**config.mk**
```make
export PLATFORM = sky130hd
export DESIGN_NAME = rotate_left_seq_flat
export DESIGN_NICKNAME = d
export VERILOG_FILES = /design/src/rtl/rotate_left_seq_pkg.sv /design/src/rtl/rotate_left_seq_if.sv /design/src/rtl/rotate_left_seq.sv /design/src/flat_wrapper.sv
export SDC_FILE = /design/constraint.sdc
export NUM_CORES = 1
export LEC_CHECK = 0
export ABC_AREA = 1
export BUFFER_PORTS_ARGS = -buffer_cell sky130_fd_sc_hd__buf_2
export CORE_UTILIZATION = 47
export DETAILED_ROUTE_END_ITERATION = 7
export PLACE_DENSITY = 0.75
export SYNTH_ARGS = -nofsm -noshare
export SYNTH_HDL_FRONTEND = slang
export SYNTH_SLANG_ARGS = --single-unit
```
**constraint.sdc**
```tcl
create_clock -name clk -period 1.45 [get_ports clk]
set_input_delay 0.145 -clock clk [delete_from_list [all_inputs] [get_ports clk]]
set_output_delay 0.145 -clock clk [all_outputs]
set_load 0.02 [all_outputs]
```
**src/rtl/rotate_left_seq_pkg.sv**
```systemverilog
// Shared definitions for the sequential left-rotate block: default widths
// and FSM state encodings used by the RTL and its bench.
package rotate_left_seq_pkg;

  localparam int W_DEF     = 8;
  localparam int AMT_W_DEF = 3;

  typedef enum logic [1:0] {
    ST_IDLE  = 2'b00,
    ST_SHIFT = 2'b01,
    ST_DONE  = 2'b10
  } state_t;

endpackage

```
**src/rtl/rotate_left_seq_if.sv**
```systemverilog
// Request/result bundle for rotate_left_seq: the master issues start/a/amt,
// the slave returns y/busy/done.
interface rotate_left_seq_if
  import rotate_left_seq_pkg::*;
#(
  parameter int W     = W_DEF,
  parameter int AMT_W = AMT_W_DEF
);

  logic             start;
  logic [W-1:0]     a;
  logic [AMT_W-1:0] amt;
  logic [W-1:0]     y;
  logic             busy;
  logic             done;

  modport master (
    output start, a, amt,
    input  y, busy, done
  );

  modport slave (
    input  start, a, amt,
    output y, busy, done
  );

endinterface

```
**src/rtl/rotate_left_seq.sv**
```systemverilog
// Rotates a word left by amt positions, one bit position per clock, then
// pulses done for one cycle; the result stays in y until the next request.
module rotate_left_seq
  import rotate_left_seq_pkg::*;
#(
  parameter int W     = W_DEF,
  parameter int AMT_W = AMT_W_DEF
) (
  input  logic               clk,
  input  logic               reset,
  rotate_left_seq_if.slave   bus
);

  state_t           r_state;
  logic [W-1:0]     r_y;
  logic [AMT_W-1:0] r_cnt;
  logic             r_busy;
  logic             r_done;
  logic [W-1:0]     w_rot;

  // One-position left rotate of the working register; MSB wraps to bit 0.
  generate
    for (genvar gi = 0; gi < W; gi++) begin : g_rot
      if (gi == 0) begin : g_wrap
        assign w_rot[gi] = r_y[W-1];
      end else begin : g_pass
        assign w_rot[gi] = r_y[gi-1];
      end
    end
  endgenerate

  always_ff @(posedge clk) begin
    if (reset) begin
      r_state <= ST_IDLE;
      r_y     <= '0;
      r_cnt   <= '0;
      r_busy  <= 1'b0;
      r_done  <= 1'b0;
    end else begin
      case (r_state)
        ST_IDLE: begin
          r_done <= 1'b0;
          if (bus.start) begin
            r_y    <= bus.a;
            r_cnt  <= bus.amt;
            r_busy <= 1'b1;
            if (bus.amt != '0) begin
              r_state <= ST_SHIFT;
            end else begin
              r_state <= ST_DONE;
              r_done  <= 1'b1;
            end
          end
        end
        ST_SHIFT: begin
          r_y   <= w_rot;
          r_cnt <= r_cnt - AMT_W'(1);
          if (r_cnt == AMT_W'(1)) begin
            r_state <= ST_DONE;
            r_done  <= 1'b1;
          end
        end
        ST_DONE: begin
          r_state <= ST_IDLE;
          r_done  <= 1'b0;
          r_busy  <= 1'b0;
        end
        default: begin
          r_state <= ST_IDLE;
          r_done  <= 1'b0;
          r_busy  <= 1'b0;
        end
      endcase
    end
  end

  assign bus.y    = r_y;
  assign bus.busy = r_busy;
  assign bus.done = r_done;

endmodule

```
**src/flat_wrapper.sv**
```systemverilog
// flat-port wrapper written by rule: the top's interface ports become plain ports
module rotate_left_seq_flat import rotate_left_seq_pkg::*;
#(
  parameter int W     = W_DEF,
  parameter int AMT_W = AMT_W_DEF
)
  (clk, reset, bus_start, bus_a, bus_amt, bus_y, bus_busy, bus_done);
  rotate_left_seq_if #(.W(W), .AMT_W(AMT_W)) bus_i ();
  input  logic clk;
  input  logic reset;
  input wire logic [$bits(bus_i.start)-1:0] bus_start;
  input wire logic [$bits(bus_i.a)-1:0] bus_a;
  input wire logic [$bits(bus_i.amt)-1:0] bus_amt;
  output wire logic [$bits(bus_i.y)-1:0] bus_y;
  output wire logic [$bits(bus_i.busy)-1:0] bus_busy;
  output wire logic [$bits(bus_i.done)-1:0] bus_done;
  assign bus_i.start = bus_start;
  assign bus_i.a = bus_a;
  assign bus_i.amt = bus_amt;
  assign bus_y = bus_i.y;
  assign bus_busy = bus_i.busy;
  assign bus_done = bus_i.done;
  rotate_left_seq #(.W(W), .AMT_W(AMT_W)) u_core (.clk(clk), .reset(reset), .bus(bus_i));
endmodule
```
==> results.toml <==
[outcome]
outcome = "finished, final reports clean"

[placed_design]
gp_congestion = 0.770
dp_slack_ns = 0.291
dp_hpwl_um = 1170
io_buffers = 23

[yosys]
synth.net_count = 130
synth_most_common_cell = "nand2_1"
async_flop_share_pct = 0
syn-cell-area_um2 = 727
ys_seq_elements = 15
ys.warnings.count = 0
ys_seq_area_share_pct = 41.3
synthFlopType = "dfxtp_1"
synth_top_cell_by_area = "dfxtp_1"
synth_cells = 114
ys_top_cells_by_count = "36 x nand2_1, 26 x nor2_1, 15 x dfxtp_1"
synth_area_leaders = "dfxtp_1 41%, nand2_1 19%, nor2_1 13%"
syn_avg_cell_area_um2 = 6.38
ys_types = 15
yosysTopAreaCellShare_pct = 41.3
synth_edf_count = 0

[timing]
fin_tns_setup_ns = 0
hold_slack_ns = 0.0387
fin_crit_sh_pct = 81.8
setup_viol = 0
slew_headroom_pct = 74.3
finalHoldViolations = 0
tightest_slew_ns = 0.384
final.setup.worst_slack_ns = 0.264
max_freq_mhz = 843
final_max_slew_viol_count = 0
skew_ns = 0.00562
layout_min_cycle_time_ns = 1.19
rsz0062_at_grt = "no"

[grt]
grt.total_usage_pct = 23.3
grt-ovfl-total = 0
grt_pass1_vias = 596
grt_max_degree = 14
antenna_found_initial = 0
grt_pass1_wl_um = 2450

[setup_path]
end_kind = "register"
required_ns = 1.69
worstReg2RegStart = "u_core.r_state[0]"
start_kind = "register"
ff2ff_setup_slack_ns = 0.26
max_stage_delay_ns = 0.37
crit_arrival_ns = 1.43
crit_path_top_delay_cell = "dfxtp_1"
reg2reg_depth = 7
path_max_fanout = 8
regToRegEndpoint = "u_core.bus.y[7]"
path_cells = "inv_2, nor2_1, buf_4, nand2_1, nand2_1, nor2_1, nor2_1"
cpMostUsedCell = "nor2_1"
path_class = "register to register"
crit_start = "u_core.r_state[0]"

[route]
wire_per_inst_um = 10.6
wirelength_um = 1640
viasPerCell = 4.90
firstDrtPassIters = 4
drc = 0
antenna_left = 0
vias = 754
drtIter0Drc = 15

[clocking]
cts_buffers = 3
ctsHtreeMaxLevel = 1
clock_sinks = 15
clock_path_buffers = 2
postCtsSetupRepairBufs = 0
path_clk_slew_ns = 0.10
insertion_delay_ns = 0.30
hold_buffers = 0
cts_root_buffer = "clkbuf_4"
tritoncts = "done"
postCtsResizedCells = 0

[final_layout]
fillers = 142
syn_to_final_growth_pct = 21.3
diodes = 0
nNetsFinal = 156
drive_above_1_share_pct = 21.6

[hold_path]
hold_path_end = "u_core.r_state[0]"
whs_path_depth = 2
hold_start = "reset"
min_path_type = "input port to register"

[pwr]
p_leak_nw = 0.478
ir_drop_mv = 0.563
power_density_nw_per_um2 = 1160

[die]
die_x_um = 41.3
io_pins = 24
initial_core_util_pct = 53.2
die_h_um = 41.3
die_area_um2 = 1710
core_um2 = 1370
placementRows = 13

[job]
cap_viol_max_count = 0
==> logic make-up after synthesis <==
logic type | share of synthesized area, %
flops | 41.3
compound gates | 11.7
fa+ha+maj | 3.44
simple gates | 36.0
buf+inv | 7.57
==> placed cells by master (no fill, tap or decap) <==
| cell | count |
|---|---|
| nand3_1 | 2 |
| nand2_1 | 36 |
| inv_2 | 1 |
| inv_1 | 8 |
| o21ai_0 | 13 |
| buf_4 | 2 |
| nor2_1 | 26 |
| a21oi_1 | 4 |
| clkinv_2 | 1 |
| nand3b_1 | 1 |
| clkbuf_4 | 3 |
| nor3_1 | 1 |
| buf_2 | 23 |
| dfxtp_1 | 15 |
| ha_1 | 2 |
| nand4_1 | 1 |
==> sequential cells by signal (all words and copies together), names as in the netlist <==
name,flops
u_core.r_cnt,3
u_core.bus.done,1
u_core.bus.busy,1
u_core.bus.y,8
u_core.r_state,2
==> worst max-delay path by stage <==
stage                           end  slack, ns
finish              u_core.bus.y[7]       0.26
global route        u_core.bus.y[6]       0.13
CTS                 u_core.bus.y[0]       0.26
detailed placement  u_core.bus.y[0]       0.29
global placement    u_core.bus.y[7]       0.29
floorplan           u_core.r_cnt[1]       0.45
==> cell type report <==
type | instances | area [um2] | share of cell area [%]
clock buffer | 3 | 22.5 | 2.55
clock inverter | 1 | 5.00 | 0.567
inverter | 9 | 33.8 | 3.83
multi-input combinational | 86 | 372 | 42.1
sequential | 15 | 300 | 34.0
tap | 15 | 18.8 | 2.13
timing repair buffer | 25 | 130 | 14.8
==> per-stage QoR <==
step | power (mW) | cell area, um2 | instances | util [%]
CTS | 1.04 | 882 | 154 | 64.6
global placement | 0.775 | 855 | 150 | 62.5
finish | 1.03 | 882 | 154 | 64.6
floorplan | 0.691 | 727 | 114 | -
global route | 1.09 | 882 | 154 | 64.6
detailed placement | 0.781 | 855 | 150 | 62.5
==> critical path: cells and delay by family (launching register included) <==
kind | cells | cell delay (ns)
and+or+nand+nor | 5 | 0.47
DFF | 1 | 0.37
buffers and inverters | 2 | 0.28
==> routing by layer <==
| layer | track usage, % | part of all wire, % | up-vias |
|---|---|---|---|
| met2 | 36.3 | 44 | 19 |
| met5 | 0 | 0 | - |
| met1 | 27.2 | 48 | 326 |
| met4 | 14.5 | 2.8 | 0 |
| li1 | - | - | 404 |
| met3 | 7.98 | 5.0 | 5 |
==> power breakdown <==
part | switching [mW] | internal, mW | leakage, nW
Combinational | 0.178 | 0.103 | 0.336
Clock | 0.152 | 0.103 | 0.0177
Sequential | 0.0315 | 0.459 | 0.124
No activity file was read; power rests on OpenSTA's default activity.
